--- config.mk ---
export PLATFORM = sky130hd
export DESIGN_NAME = bitonic_s3_stream
export DESIGN_NICKNAME = d
export VERILOG_FILES = /design/src/rtl/bitonic_pkg.sv /design/src/rtl/bitonic_cmp_swap.sv /design/src/rtl/bitonic_s3_stream.sv
export SDC_FILE = /design/constraint.sdc
export NUM_CORES = 1
export LEC_CHECK = 0
export BUFFER_PORTS_ARGS = -buffer_cell sky130_fd_sc_hd__buf_4
export CAP_MARGIN = 20
export CORE_ASPECT_RATIO = 1.1
export CORE_MARGIN = 2
export CORE_UTILIZATION = 58
export DETAILED_ROUTE_END_ITERATION = 16
export PLACE_DENSITY = 0.84
export SETUP_SLACK_MARGIN = 0.1
export SLEW_MARGIN = 20
export SYNTH_ARGS = -nofsm -noshare
export SYNTH_HDL_FRONTEND = slang
export SYNTH_HIERARCHICAL = 1
export SYNTH_SLANG_ARGS = --single-unit
--- constraint.sdc ---
create_clock -name clk -period 5.67 [get_ports clk]
set_clock_uncertainty 0.15 [all_clocks]
set_input_delay 0.567 -clock clk [delete_from_list [all_inputs] [get_ports clk]]
set_output_delay 0.567 -clock clk [all_outputs]
set_load 0.02 [all_outputs]
--- src/rtl/bitonic_pkg.sv ---
// Shared types and constants for the bitonic sorter merge stages.
// Merge-level index pairs are listed as lo/hi lanes, entry k feeding comparator k.
package bitonic_pkg;

  localparam int DEF_DATA_W = 8;
  localparam int N          = 8;
  localparam int NCMP       = N / 2;

  typedef enum logic [2:0] {
    IDLE,
    MRG1,
    MRG2,
    MRG3,
    DRAIN
  } state_e;

  typedef logic [NCMP-1:0][2:0] perm_t;

  localparam perm_t M1_LO = {3'd3, 3'd2, 3'd1, 3'd0};
  localparam perm_t M1_HI = {3'd7, 3'd6, 3'd5, 3'd4};
  localparam perm_t M2_LO = {3'd5, 3'd4, 3'd1, 3'd0};
  localparam perm_t M2_HI = {3'd7, 3'd6, 3'd3, 3'd2};
  localparam perm_t M3_LO = {3'd6, 3'd4, 3'd2, 3'd0};
  localparam perm_t M3_HI = {3'd7, 3'd5, 3'd3, 3'd1};

endpackage

--- src/rtl/bitonic_cmp_swap.sv ---
// Two-input unsigned compare-and-swap; ties pass through unswapped.
module bitonic_cmp_swap #(
  parameter int DATA_W = 8
) (
  input  logic [DATA_W-1:0] a,
  input  logic [DATA_W-1:0] b,
  output logic [DATA_W-1:0] lo,
  output logic [DATA_W-1:0] hi
);

  logic swap;

  assign swap = (b < a);
  assign lo   = swap ? b : a;
  assign hi   = swap ? a : b;

endmodule

--- src/rtl/bitonic_s3_stream.sv ---
// Stage-3 bitonic merge: three sequential CAS levels, then a one-per-cycle drain.
// Define BITONIC_S3_DESCEND_EN to stream the sorted set largest first.
module bitonic_s3_stream
  import bitonic_pkg::*;
#(
  parameter int DATA_W = DEF_DATA_W
) (
  input  logic              clk,
  input  logic              rst_n,
  input  logic              in_valid,
  output logic              in_ready,
  input  logic [DATA_W-1:0] number_in1,
  input  logic [DATA_W-1:0] number_in2,
  input  logic [DATA_W-1:0] number_in3,
  input  logic [DATA_W-1:0] number_in4,
  input  logic [DATA_W-1:0] number_in5,
  input  logic [DATA_W-1:0] number_in6,
  input  logic [DATA_W-1:0] number_in7,
  input  logic [DATA_W-1:0] number_in8,
  output logic              out_valid,
  input  logic              out_ready,
  output logic [DATA_W-1:0] number_out,
  output logic [2:0]        out_idx,
  output logic              out_last
);

  state_e state_q, state_d;
  logic [2:0] cnt_q, cnt_d;
  logic [N-1:0][DATA_W-1:0] v_q, v_d;

  perm_t lo_sel, hi_sel;
  logic merging;
  logic [NCMP-1:0][DATA_W-1:0] cmp_a, cmp_b, cmp_lo, cmp_hi;

  always_comb begin
    lo_sel  = M1_LO;
    hi_sel  = M1_HI;
    merging = 1'b0;
    unique case (1'b1)
      (state_q == MRG1): begin
        lo_sel  = M1_LO;
        hi_sel  = M1_HI;
        merging = 1'b1;
      end
      (state_q == MRG2): begin
        lo_sel  = M2_LO;
        hi_sel  = M2_HI;
        merging = 1'b1;
      end
      (state_q == MRG3): begin
        lo_sel  = M3_LO;
        hi_sel  = M3_HI;
        merging = 1'b1;
      end
      default: ;
    endcase
    for (int k = 0; k < NCMP; k++) begin
      cmp_a[k] = v_q[lo_sel[k]];
      cmp_b[k] = v_q[hi_sel[k]];
    end
  end

  for (genvar g = 0; g < NCMP; g++) begin : g_cmp
    bitonic_cmp_swap #(.DATA_W(DATA_W)) u_cas (
      .a  (cmp_a[g]),
      .b  (cmp_b[g]),
      .lo (cmp_lo[g]),
      .hi (cmp_hi[g])
    );
  end

  always_comb begin
    state_d = state_q;
    cnt_d   = cnt_q;
    v_d     = v_q;
    unique case (state_q)
      IDLE: begin
        if (in_valid) begin
          v_d = {number_in8, number_in7, number_in6, number_in5,
                 number_in4, number_in3, number_in2, number_in1};
          state_d = MRG1;
        end
      end
      MRG1: state_d = MRG2;
      MRG2: state_d = MRG3;
      MRG3: begin
        state_d = DRAIN;
        cnt_d   = 3'd0;
      end
      DRAIN: begin
        if (out_ready) begin
          cnt_d = cnt_q + 3'd1;
          if (cnt_q == 3'd7) state_d = IDLE;
        end
      end
      default: state_d = IDLE;
    endcase
    if (merging) begin
      for (int k = 0; k < NCMP; k++) begin
        v_d[lo_sel[k]] = cmp_lo[k];
        v_d[hi_sel[k]] = cmp_hi[k];
      end
    end
  end

  always_ff @(posedge clk or negedge rst_n) begin
    if (!rst_n) begin
      state_q <= IDLE;
      cnt_q   <= 3'd0;
      v_q     <= '0;
    end else begin
      state_q <= state_d;
      cnt_q   <= cnt_d;
      v_q     <= v_d;
    end
  end

  logic       drain;
  logic [2:0] rd_idx;

`ifdef BITONIC_S3_DESCEND_EN
  assign rd_idx = 3'd7 - cnt_q;
`else
  assign rd_idx = cnt_q;
`endif

  assign drain      = (state_q == DRAIN);
  assign in_ready   = (state_q == IDLE);
  assign out_valid  = drain;
  assign number_out = drain ? v_q[rd_idx] : '0;
  assign out_idx    = drain ? cnt_q : 3'd0;
  assign out_last   = drain && (cnt_q == 3'd7);

endmodule
---- Word level (Yosys, flattened, before mapping) ----
Index checks and enable logic that the tools add are counted.
Widths: inputs -> output; s select.
cells by class
  $add $sub $neg .......................... 1
  multipliers ............................. 0
  divide/modulo/power cells ............... 0
  order comparisons ....................... 21
  eq/ne operators ......................... 8
  shift operators ......................... 0
  multiplexer cells ....................... 64
  bitwise logic cells ..................... 0
  reduce and logical (&&, ||, !) cells .... 14
operators with widths
  cell                 count
  $bwmux 64            8
  $bmux 8 s3           9
  $mux 8               26
  $demux 8 s3          8
  $mux 64              3
  $lt 3x4->1 const B   8
  $lt 8x8->1           4
  $pmux 12 s2          1
  $ge 3x1->1 const B   7
  $pmux 8 s2           1
  $mux 3               5
  $pmux 3 s5           1
  $logic_and 1x1->1    9
  $eq 3x2->1 const B   2
  $eq 3x3->1 const B   2
  $pmux 3 s2           1
  $lt 3x4->1 const AB  1
  $ne 2x2->1 const B   2
  $add 3x1->3 const B  1
  $eq 3x1->1 const B   1
  $ge 3x1->1 const AB  1
  $logic_not 3->1      1
  $reduce_and 3->1     1
  $reduce_or 3->1      1
  other kinds (4)      4
word-level totals
  bits in registers ....................... 70
  latch bits .............................. 0
  bits in writable memories ............... 0
  memory bits (read-only) ................. 0
  input port bits ......................... 68
  word-level logic and storage cells ...... 118
  memories kept ........................... 0

---- Depth between registers and ports, before layout ----
Gate-level depths: netlist of run 1.
  depth after elaboration ................. 15
  mapped depth ............................ 16

---- Cells and area by module ----
Netlist of run 1, hierarchy kept.
modules (own cells, without submodules)
  module             instances  cells each  area an instance (um^2)
  bitonic_s3_stream  1          573         5407.7
  bitonic_cmp_swap   4          41          425.4

---- Worst setup path before layout of run 1 ----
Ideal clock, no wire load.
  kind .................................... register to register
  from .................................... register state_q[0]
  to ...................................... register v_q[28] (netlist bit)
  library setup time ...................... 0.122 ns
  arrival time ............................ 3.645 ns
  required time ........................... 5.398 ns
  setup slack ............................. 1.753 ns
  cell stages (with the launch flop) ...... 16
  path buffers ............................ 5
  clock period less this slack ............ 3.917 ns
  cell sequence ........................... dfrtp_1 -> buf_2 -> buf_2 -> buf_4 -> buf_4 -> mux2i_1 -> o21ai_0 -> inv_1 -> ha_1 -> a2111o_1 -> a211oi_4 -> buf_12 -> mux2_4 -> or3b_2 -> a21oi_1 -> nor3_1
RTL lines
  what                    line                      text
  start, declared         bitonic_s3_stream.sv:27   state_e state_q, state_d;
  start signal, assigned  bitonic_s3_stream.sv:112  state_q <= state_d;
  end signal, assigned    bitonic_s3_stream.sv:114  v_q <= v_d;
  end, declared           bitonic_s3_stream.sv:29   logic [N-1:0][DATA_W-1:0] v_q, v_d;

==> tab_implementation.tex, run 1 <==
\begin{tabular}{lr}
\hline
Metric & Value \\
\hline
\multicolumn{2}{l}{\textbf{Status}} \\
\quad Status & complete, no violations \\
\multicolumn{2}{l}{\textbf{CTS}} \\
\quad Post-cts resize count & 0 \\
\quad Clock root buffer & clkbuf\_16 \\
\quad TritonCTS Buffers & 9 \\
\quad Sink Count & 70 \\
\quad Maximum root-to-sink buffer count & 2 \\
\quad TritonCTS clock tree & yes \\
\quad Number of buffers added to fix hold violations after cts & 0 \\
\quad Post-CTS Setup Inserts & 0 \\
\quad Clk slew on worst S/H paths & 0.06 ns \\
\quad Clock Latency Late Sink & 0.34 ns \\
\quad H-Tree Level Count & 3 \\
\multicolumn{2}{l}{\textbf{Synthesis}} \\
\quad Gate Count Post-Synth & 737 \\
\quad Syn Nets & 835 \\
\quad Flip-flop and latch count after synthesis & 70 \\
\quad Synthesized area divided by synthesized cell count & 9.65 um2 \\
\quad Primary flip-flop cell chosen by synthesis mapping & dfrtp\_1 \\
\quad Yosys cell types & 37 \\
\quad Post-Syn Area & 7110 um2 \\
\quad Post-synthesis sequential area ratio & 24.6\% \\
\quad Proportion of register bits with asynchronous set or reset after synthesis & 100\% \\
\quad Number of synthesized flops with an enable pin & 0 \\
\quad Count of warnings emitted by yosys & 6 \\
\multicolumn{2}{l}{\textbf{Cells and area}} \\
\quad Leading cell type in the layout, fill and taps excluded & buf\_4 \\
\quad Share of final-layout standard cells stronger than drive strength 1 & 34.5\% \\
\quad Count of non-filler cells in the finished layout & 940 \\
\quad Layout overhead on the synthesized area & 11.7\% \\
\quad Diode insertion count for antenna repair & 0 \\
\quad Most frequent cells in the layout & buf\_4, mux2i\_1, mux2\_2 \\
\quad Post-route standard cell area excluding fillers & 7940 um2 \\
\quad Fill count & 972 \\
\quad Layout Nets & 879 \\
\multicolumn{2}{l}{\textbf{Global route}} \\
\quad Leftover overflow at the end of global routing & 0 \\
\quad Largest net degree at the start of global routing & 72 \\
\quad Wire length of the first global-routing pass & 34300 um \\
\quad Via count of the first global-routing pass & 6162 \\
\quad Initial antenna violation count & 0 \\
\quad Global router's overall resource usage & 34.1\% \\
\multicolumn{2}{l}{\textbf{Route}} \\
\quad Post-detailed-route count of antenna-violating nets & 0 \\
\quad Total length of routed wires & 22000 um \\
\quad WL/cell & 23.5 um \\
\quad Post-detailed-route via-to-cell ratio & 6.77 \\
\quad DR pass1 iterations & 5 \\
\quad Vias after detailed routing & 6360 \\
\quad Total DRC errors in the routed layout & 0 \\
\quad Drt initial violations & 953 \\
\multicolumn{2}{l}{\textbf{Setup path}} \\
\quad Crit Path Max Fanout & 22 \\
\quad Critical path launch point & state\_q[1] \\
\quad Crit start category & flip-flop \\
\quad Type of destination of the critical path & flip-flop \\
\quad Worst setup path category & flip-flop to flip-flop \\
\quad Req. time, crit path & 5.73 ns \\
\quad CP endpoint & v\_q[26] \\
\quad Data arrival time of the critical path & 4.54 ns \\
\quad Critical register-to-register path endpoint & v\_q[26] \\
\quad Number of cells on the worst reg-to-reg path & 12 \\
\quad Worst-case register-to-register setup slack & 1.18 ns \\
\quad Worst r2r src & state\_q[1] \\
\multicolumn{2}{l}{\textbf{Die}} \\
\quad Die outline height & 120 um \\
\quad IO Count & 82 \\
\quad Die Area & 13200 um2 \\
\quad Effective utilization at floorplan & 59.3\% \\
\quad Number of standard-cell rows in the floorplan & 42 \\
\quad Core region area & 12000 um2 \\
\quad DIE WIDTH & 110 um \\
\multicolumn{2}{l}{\textbf{Place}} \\
\quad IO Port Bufs & 81 \\
\quad Half-perimeter wire length after placement & 15400 um \\
\quad GP Congestion & 0.960 \\
\quad Standard cell area after detailed placement & 7640 um2 \\
\quad Cell count after placement & 924 \\
\multicolumn{2}{l}{\textbf{Timing}} \\
\quad Final Slew Violations & 0 \\
\quad Crit share post-route & 79.1\% \\
\quad Worst rel slew slack & 33.5\% \\
\quad Final-report hold violation count & 0 \\
\quad Total negative slack & 0 ns \\
\quad Unrepaired setup endpoints after global routing & no \\
\quad Worst Max-Slew Pin Slew & 0.998 ns \\
\quad Top achievable clock speed & 223 MHz \\
\quad Final setup violating endpoints & 0 \\
\quad Post-layout minimum cycle time & 4.49 ns \\
\multicolumn{2}{l}{\textbf{Min path}} \\
\quad Path class of the lowest-slack min-delay path & input port to asynchronous set/reset pin \\
\multicolumn{2}{l}{\textbf{Job}} \\
\quad Number of max-cap violations & 0 \\
\hline
\end{tabular}
per-stage QoR:
step	util, %	hold slack (ns)	setup slack [ns]
6_report	66.3	0.220	1.18
5_1_grt	66.3	0.294	1.03
4_1_cts	66.3	0.248	1.24
3_5_place_dp	63.8	0.426	1.25
3_3_place_gp	63.8	0.412	1.45
2_1_floorplan	-	0.121	1.75
Yosys cell counts (21+ instances only):
master    instances  area share, %
a21oi_1          21            1.5
nor2_1           22            1.2
o21ai_0          40            2.8
dfrtp_1          70             25
nor3_1           35            2.5
mux2i_1          81             11
nand2_1          37            2.0
ha_1             30            5.3
inv_1            32            1.7
buf_2            24            1.7
clkbuf_1         25            1.3
a22oi_1          48            5.1
nand2b_1         23            2.0
mux2_4           40            8.4
mux2_2           72             11
sequential cells by signal (all words and copies together) (netlist names):
| signal | cells |
|---|---|
| v_q | 64 |
| state_q | 3 |
| cnt_q | 3 |
critical path, stage by stage, from the launching register on:
cell and delay, ns:
dfrtp_2 0.49, nand2b_1 0.41, buf_4 0.38, o21ai_0 0.49, inv_1 0.12, ha_1 0.24
a2111o_1 0.35, a211oi_4 0.21, buf_4 0.33, mux2_2 0.41, or3b_2 0.44, a21oi_1 0.23
nor3_1 0.10
cell type report:
type                    instances  area (um2)  share of cell area, %
clock buffers                  10         239                   3.01
inverters                      32         120                   1.51
repair buffers                 98         736                   9.26
clock inverters                 6        61.3                  0.772
well taps                     154         193                   2.43
flip-flops and latches         70        1760                   22.1
multi-input cells             570        4840                   60.9
worst min path at each step:
stage | to | start | depth (start not counted) | slack [ns]
global placement | v_q[56] | v_q[56] | 2 | 0.41
CTS | v_q[59] | rst_n | 1 | 0.25
global route | v_q[63] | rst_n | 1 | 0.29
finish | v_q[63] | rst_n | 1 | 0.22
detailed placement | v_q[56] | v_q[56] | 2 | 0.43
floorplan | cnt_q[0] | rst_n | 0 | 0.12
cells by family (layout without fill, tap and decap cells):
family                   Yosys count  in the layout  share of synthesized area [%]
buffers and inverters             97            146                           7.37
adder cells (fa/ha/maj)           30             30                           5.28
AND/OR/NAND/NOR                  175            175                           13.6
flip-flops                        70             70                           24.6
AO/OA/AOI/OAI                    172            172                           17.8
multiplexers                     193            193                           31.3
layer usage:
metal / global-route usage [%] / routed length, um / part of all wire (%) / vias up
li1: - / - / - / 2843
met1: 49.7 / 9570 / 43 / 3113
met2: 51.1 / 9910 / 45 / 351
met3: 6.08 / 2050 / 9.3 / 53
met4: 10.8 / 505 / 2.3 / 0
met5: 0 / 0 / 0 / -
Power of run 1 is left out: the tool's default activity adds up to more than one toggle a clock period on the data nets, which glitch-free logic cannot reach.
==> run 2, diff against run 1 <==
- ABC_AREA: default -> 1
- clock period: 5.67 -> 4.71 ns (I/O delays scaled with it)
==> tab_implementation.tex, run 2 <==
\begin{tabular}{lr}
\hline
Metric & Value \\
\hline
\multicolumn{2}{l}{\textbf{Global route}} \\
\quad Wire length of the first global-routing pass & 41400 um (was 34300 um) \\
\quad Largest net degree at the start of global routing & 71 (was 72) \\
\quad Global router's overall resource usage & 38.0\% (was 34.1\%) \\
\quad Initial antenna violation count & 0 (unchanged) \\
\quad Via count of the first global-routing pass & 7864 (was 6162) \\
\quad Leftover overflow at the end of global routing & 0 (unchanged) \\
\multicolumn{2}{l}{\textbf{Synthesis}} \\
\quad Dominant combinational cell family by area after synthesis & simple AND/OR/NAND/NOR gates (was multiplexers) \\
\quad Number of synthesized flops with an enable pin & 0 (unchanged) \\
\quad Multiplexer area fraction after synthesis & 0\% (was 31.3\%) \\
\quad Syn Nets & 1378 (was 835) \\
\quad Simple-gate area share of the yosys netlist & 51.4\% (was 13.6\%) \\
\quad Most common cell in the synthesized netlist & nand2\_1 (was mux2i\_1) \\
\quad Yosys cell types & 29 (was 37) \\
\quad Flip-flop and latch count after synthesis & 70 (unchanged) \\
\quad Post-synth top area cell & nand2\_1 (was dfrtp\_1) \\
\quad Share of the synthesized netlist area taken by xor and xnor gates & 0\% (unchanged) \\
\quad Proportion of register bits with asynchronous set or reset after synthesis & 100\% (unchanged) \\
\quad Gate Count Post-Synth & 1280 (was 737) \\
\quad Leading cell types by total area after synthesis & nand2\_1, dfrtp\_1, nand3\_1 (was dfrtp\_1, mux2\_2, mux2i\_1) \\
\quad Adder-cell share of the synthesized area & 4.96\% (was 5.28\%) \\
\quad Post-synthesis sequential area ratio & 23.1\% (was 24.6\%) \\
\quad Count of warnings emitted by yosys & 6 (unchanged) \\
\quad Synthesized area divided by synthesized cell count & 5.92 um2 (was 9.65 um2) \\
\quad Commonest cells post-synth & nand2\_1, nand3\_1, inv\_1, nor2\_1, dfrtp\_1 (was mux2i\_1, mux2\_2, dfrtp\_1, a22oi\_1) \\
\quad Share of the synthesized area in compound gates (AO/OA/AOI/OAI) & 6.38\% (was 17.8\%) \\
\quad Primary flip-flop cell chosen by synthesis mapping & dfrtp\_1 (unchanged) \\
\quad Share of the synthesized area in the top cell type & 25.5\% (was 24.6\%) \\
\quad Post-Syn Area & 7570 um2 (was 7110 um2) \\
\multicolumn{2}{l}{\textbf{Min path}} \\
\quad Path class of the lowest-slack min-delay path & input port to asynchronous set/reset pin (unchanged) \\
\multicolumn{2}{l}{\textbf{Route}} \\
\quad WL/cell & 17.8 um (was 23.5 um) \\
\quad Post-detailed-route via-to-cell ratio & 5.89 (was 6.77) \\
\quad Total DRC errors in the routed layout & 0 (unchanged) \\
\quad Vias after detailed routing & 8743 (was 6360) \\
\quad Drt initial violations & 1129 (was 953) \\
\quad DR pass1 iterations & 6 (was 5) \\
\quad Post-detailed-route count of antenna-violating nets & 0 (unchanged) \\
\quad Total length of routed wires & 26500 um (was 22000 um) \\
\multicolumn{2}{l}{\textbf{Timing}} \\
\quad Worst rel slew slack & 35.2\% (was 33.5\%) \\
\quad Unrepaired setup endpoints after global routing & no (unchanged) \\
\quad Top achievable clock speed & 263 MHz (was 223 MHz) \\
\quad Total negative slack & 0 ns (unchanged) \\
\quad Worst-case hold slack & 0.140 ns (was 0.220 ns) \\
\quad Final Slew Violations & 0 (unchanged) \\
\quad Post-layout minimum cycle time & 3.80 ns (was 4.49 ns) \\
\quad Final-report hold violation count & 0 (unchanged) \\
\quad Crit share post-route & 80.6\% (was 79.1\%) \\
\quad Final setup violating endpoints & 0 (unchanged) \\
\quad Worst Max-Slew Pin Slew & 0.972 ns (was 0.998 ns) \\
\multicolumn{2}{l}{\textbf{Setup path}} \\
\quad Crit start category & flip-flop (unchanged) \\
\quad Critical path launch point & state\_q[2] (was state\_q[1]) \\
\quad Crit Path Max Fanout & 20 (was 22) \\
\quad Req. time, crit path & 4.79 ns (was 5.73 ns) \\
\quad Worst r2r src & state\_q[2] (was state\_q[1]) \\
\quad Data arrival time of the critical path & 3.88 ns (was 4.54 ns) \\
\quad Worst setup path category & flip-flop to flip-flop (unchanged) \\
\quad Type of destination of the critical path & flip-flop (unchanged) \\
\multicolumn{2}{l}{\textbf{Die}} \\
\quad IO Count & 82 (unchanged) \\
\quad Number of standard-cell rows in the floorplan & 43 (was 42) \\
\quad Effective utilization at floorplan & 59.6\% (was 59.3\%) \\
\quad Die outline height & 124 um (was 120 um) \\
\quad DIE WIDTH & 113 um (was 110 um) \\
\quad Die Area & 14000 um2 (was 13200 um2) \\
\quad Core region area & 12700 um2 (was 12000 um2) \\
\multicolumn{2}{l}{\textbf{CTS}} \\
\quad TritonCTS Buffers & 9 (unchanged) \\
\quad H-Tree Level Count & 3 (unchanged) \\
\quad Post-CTS Setup Inserts & 0 (unchanged) \\
\quad Clock Latency Late Sink & 0.35 ns (was 0.34 ns) \\
\quad Clock root buffer & clkbuf\_16 (unchanged) \\
\quad Clk slew on worst S/H paths & 0.06 ns (about the same) \\
\quad Maximum root-to-sink buffer count & 2 (unchanged) \\
\quad Sink Count & 70 (unchanged) \\
\quad Number of buffers added to fix hold violations after cts & 0 (unchanged) \\
\quad Post-cts resize count & 0 (unchanged) \\
\quad TritonCTS clock tree & yes (unchanged) \\
\multicolumn{2}{l}{\textbf{Cells and area}} \\
\quad Share of final-layout standard cells stronger than drive strength 1 & 12.5\% (was 34.5\%) \\
\quad Leading cell type in the layout, fill and taps excluded & nand2\_1 (was buf\_4) \\
\quad Layout Nets & 1421 (was 879) \\
\quad Most frequent cells in the layout & nand2\_1, nand3\_1, inv\_1 (was buf\_4, mux2i\_1, mux2\_2) \\
\quad Fill count & 1247 (was 972) \\
\quad Registers with the most flip-flops & v\_q (64), cnt\_q (3), state\_q (3) (unchanged) \\
\quad Register with the highest flop count & v\_q (unchanged) \\
\quad Flip-flop count of the largest register, all copies and words added & 64 (unchanged) \\
\quad Diode insertion count for antenna repair & 0 (unchanged) \\
\quad Layout overhead on the synthesized area & 11.4\% (was 11.7\%) \\
\multicolumn{2}{l}{\textbf{Status}} \\
\quad Status & complete, no violations (unchanged) \\
\multicolumn{2}{l}{\textbf{Place}} \\
\quad Half-perimeter wire length after placement & 18400 um (was 15400 um) \\
\quad IO Port Bufs & 81 (unchanged) \\
\quad GP Congestion & 1.01 (was 0.960) \\
\multicolumn{2}{l}{\textbf{Job}} \\
\quad Number of max-cap violations & 0 (unchanged) \\
\hline
\end{tabular}
## run 2: through the flow
stage / setup slack, ns / instance area, um2 / instances / utilization, %
after floorplan: 1.90 / 7570 / 1280 / -
after global placement: 1.08 / 8100 / 1469 / 63.8
after detailed placement: 1.01 / 8100 / 1469 / 63.8
after CTS: 0.993 / 8430 / 1485 / 66.4
after global routing: 0.656 / 8430 / 1485 / 66.4
final: 0.912 / 8430 / 1485 / 66.4
## run 2: final cells by class
type	count	area (um2)	share of cell area, %
sequential	70	1750	20.8
tap	157	196	2.33
clock inverter	6	109	1.29
inverter	152	573	6.80
multi-input combinational	981	4760	56.4
clock buffer	10	229	2.72
timing repair buffer	109	818	9.70
## run 2: metal layers
metal	global-route usage (%)	wire, um
met1	52.6	10700
met2	58.8	11400
met3	7.69	3410
met4	15.1	962
met5	0	0
## run 2: path summary, 6_finish.rpt
check | slack [ns] | depth (start not counted) | to
max reg2reg | 0.91 | 16 | v_q[19]
min in group clk | 0.19 | 3 | v_q[57]
min reg2reg | 0.43 | 2 | v_q[6]
max | 0.91 | 16 | v_q[19]
min | 0.14 | 1 | v_q[19]
max in group asynchronous | 3.66 | 1 | v_q[54]
## run 2: critical path, stage by stage (launching register included)
cell     delay, ns
dfrtp_1       0.59
inv_4         0.20
nand2_2       0.30
buf_4         0.32
o21ai_0       0.43
inv_1         0.10
ha_1          0.33
a21oi_1       0.19
nand2_2       0.09
nand2_4       0.22
nand2_8       0.16
nand2_1       0.09
nand2_1       0.11
nor2_1        0.17
nor2_1        0.07
nand3_1       0.09
nand2_1       0.06
## run 2: cell families after synthesis
logic type / after synthesis
and+or+nand+nor: 869
buffers and inverters: 229
AOI/OAI and AO/OA: 82
DFF: 70
adders and majority gates: 30
Power of run 2 is left out for the same reason.
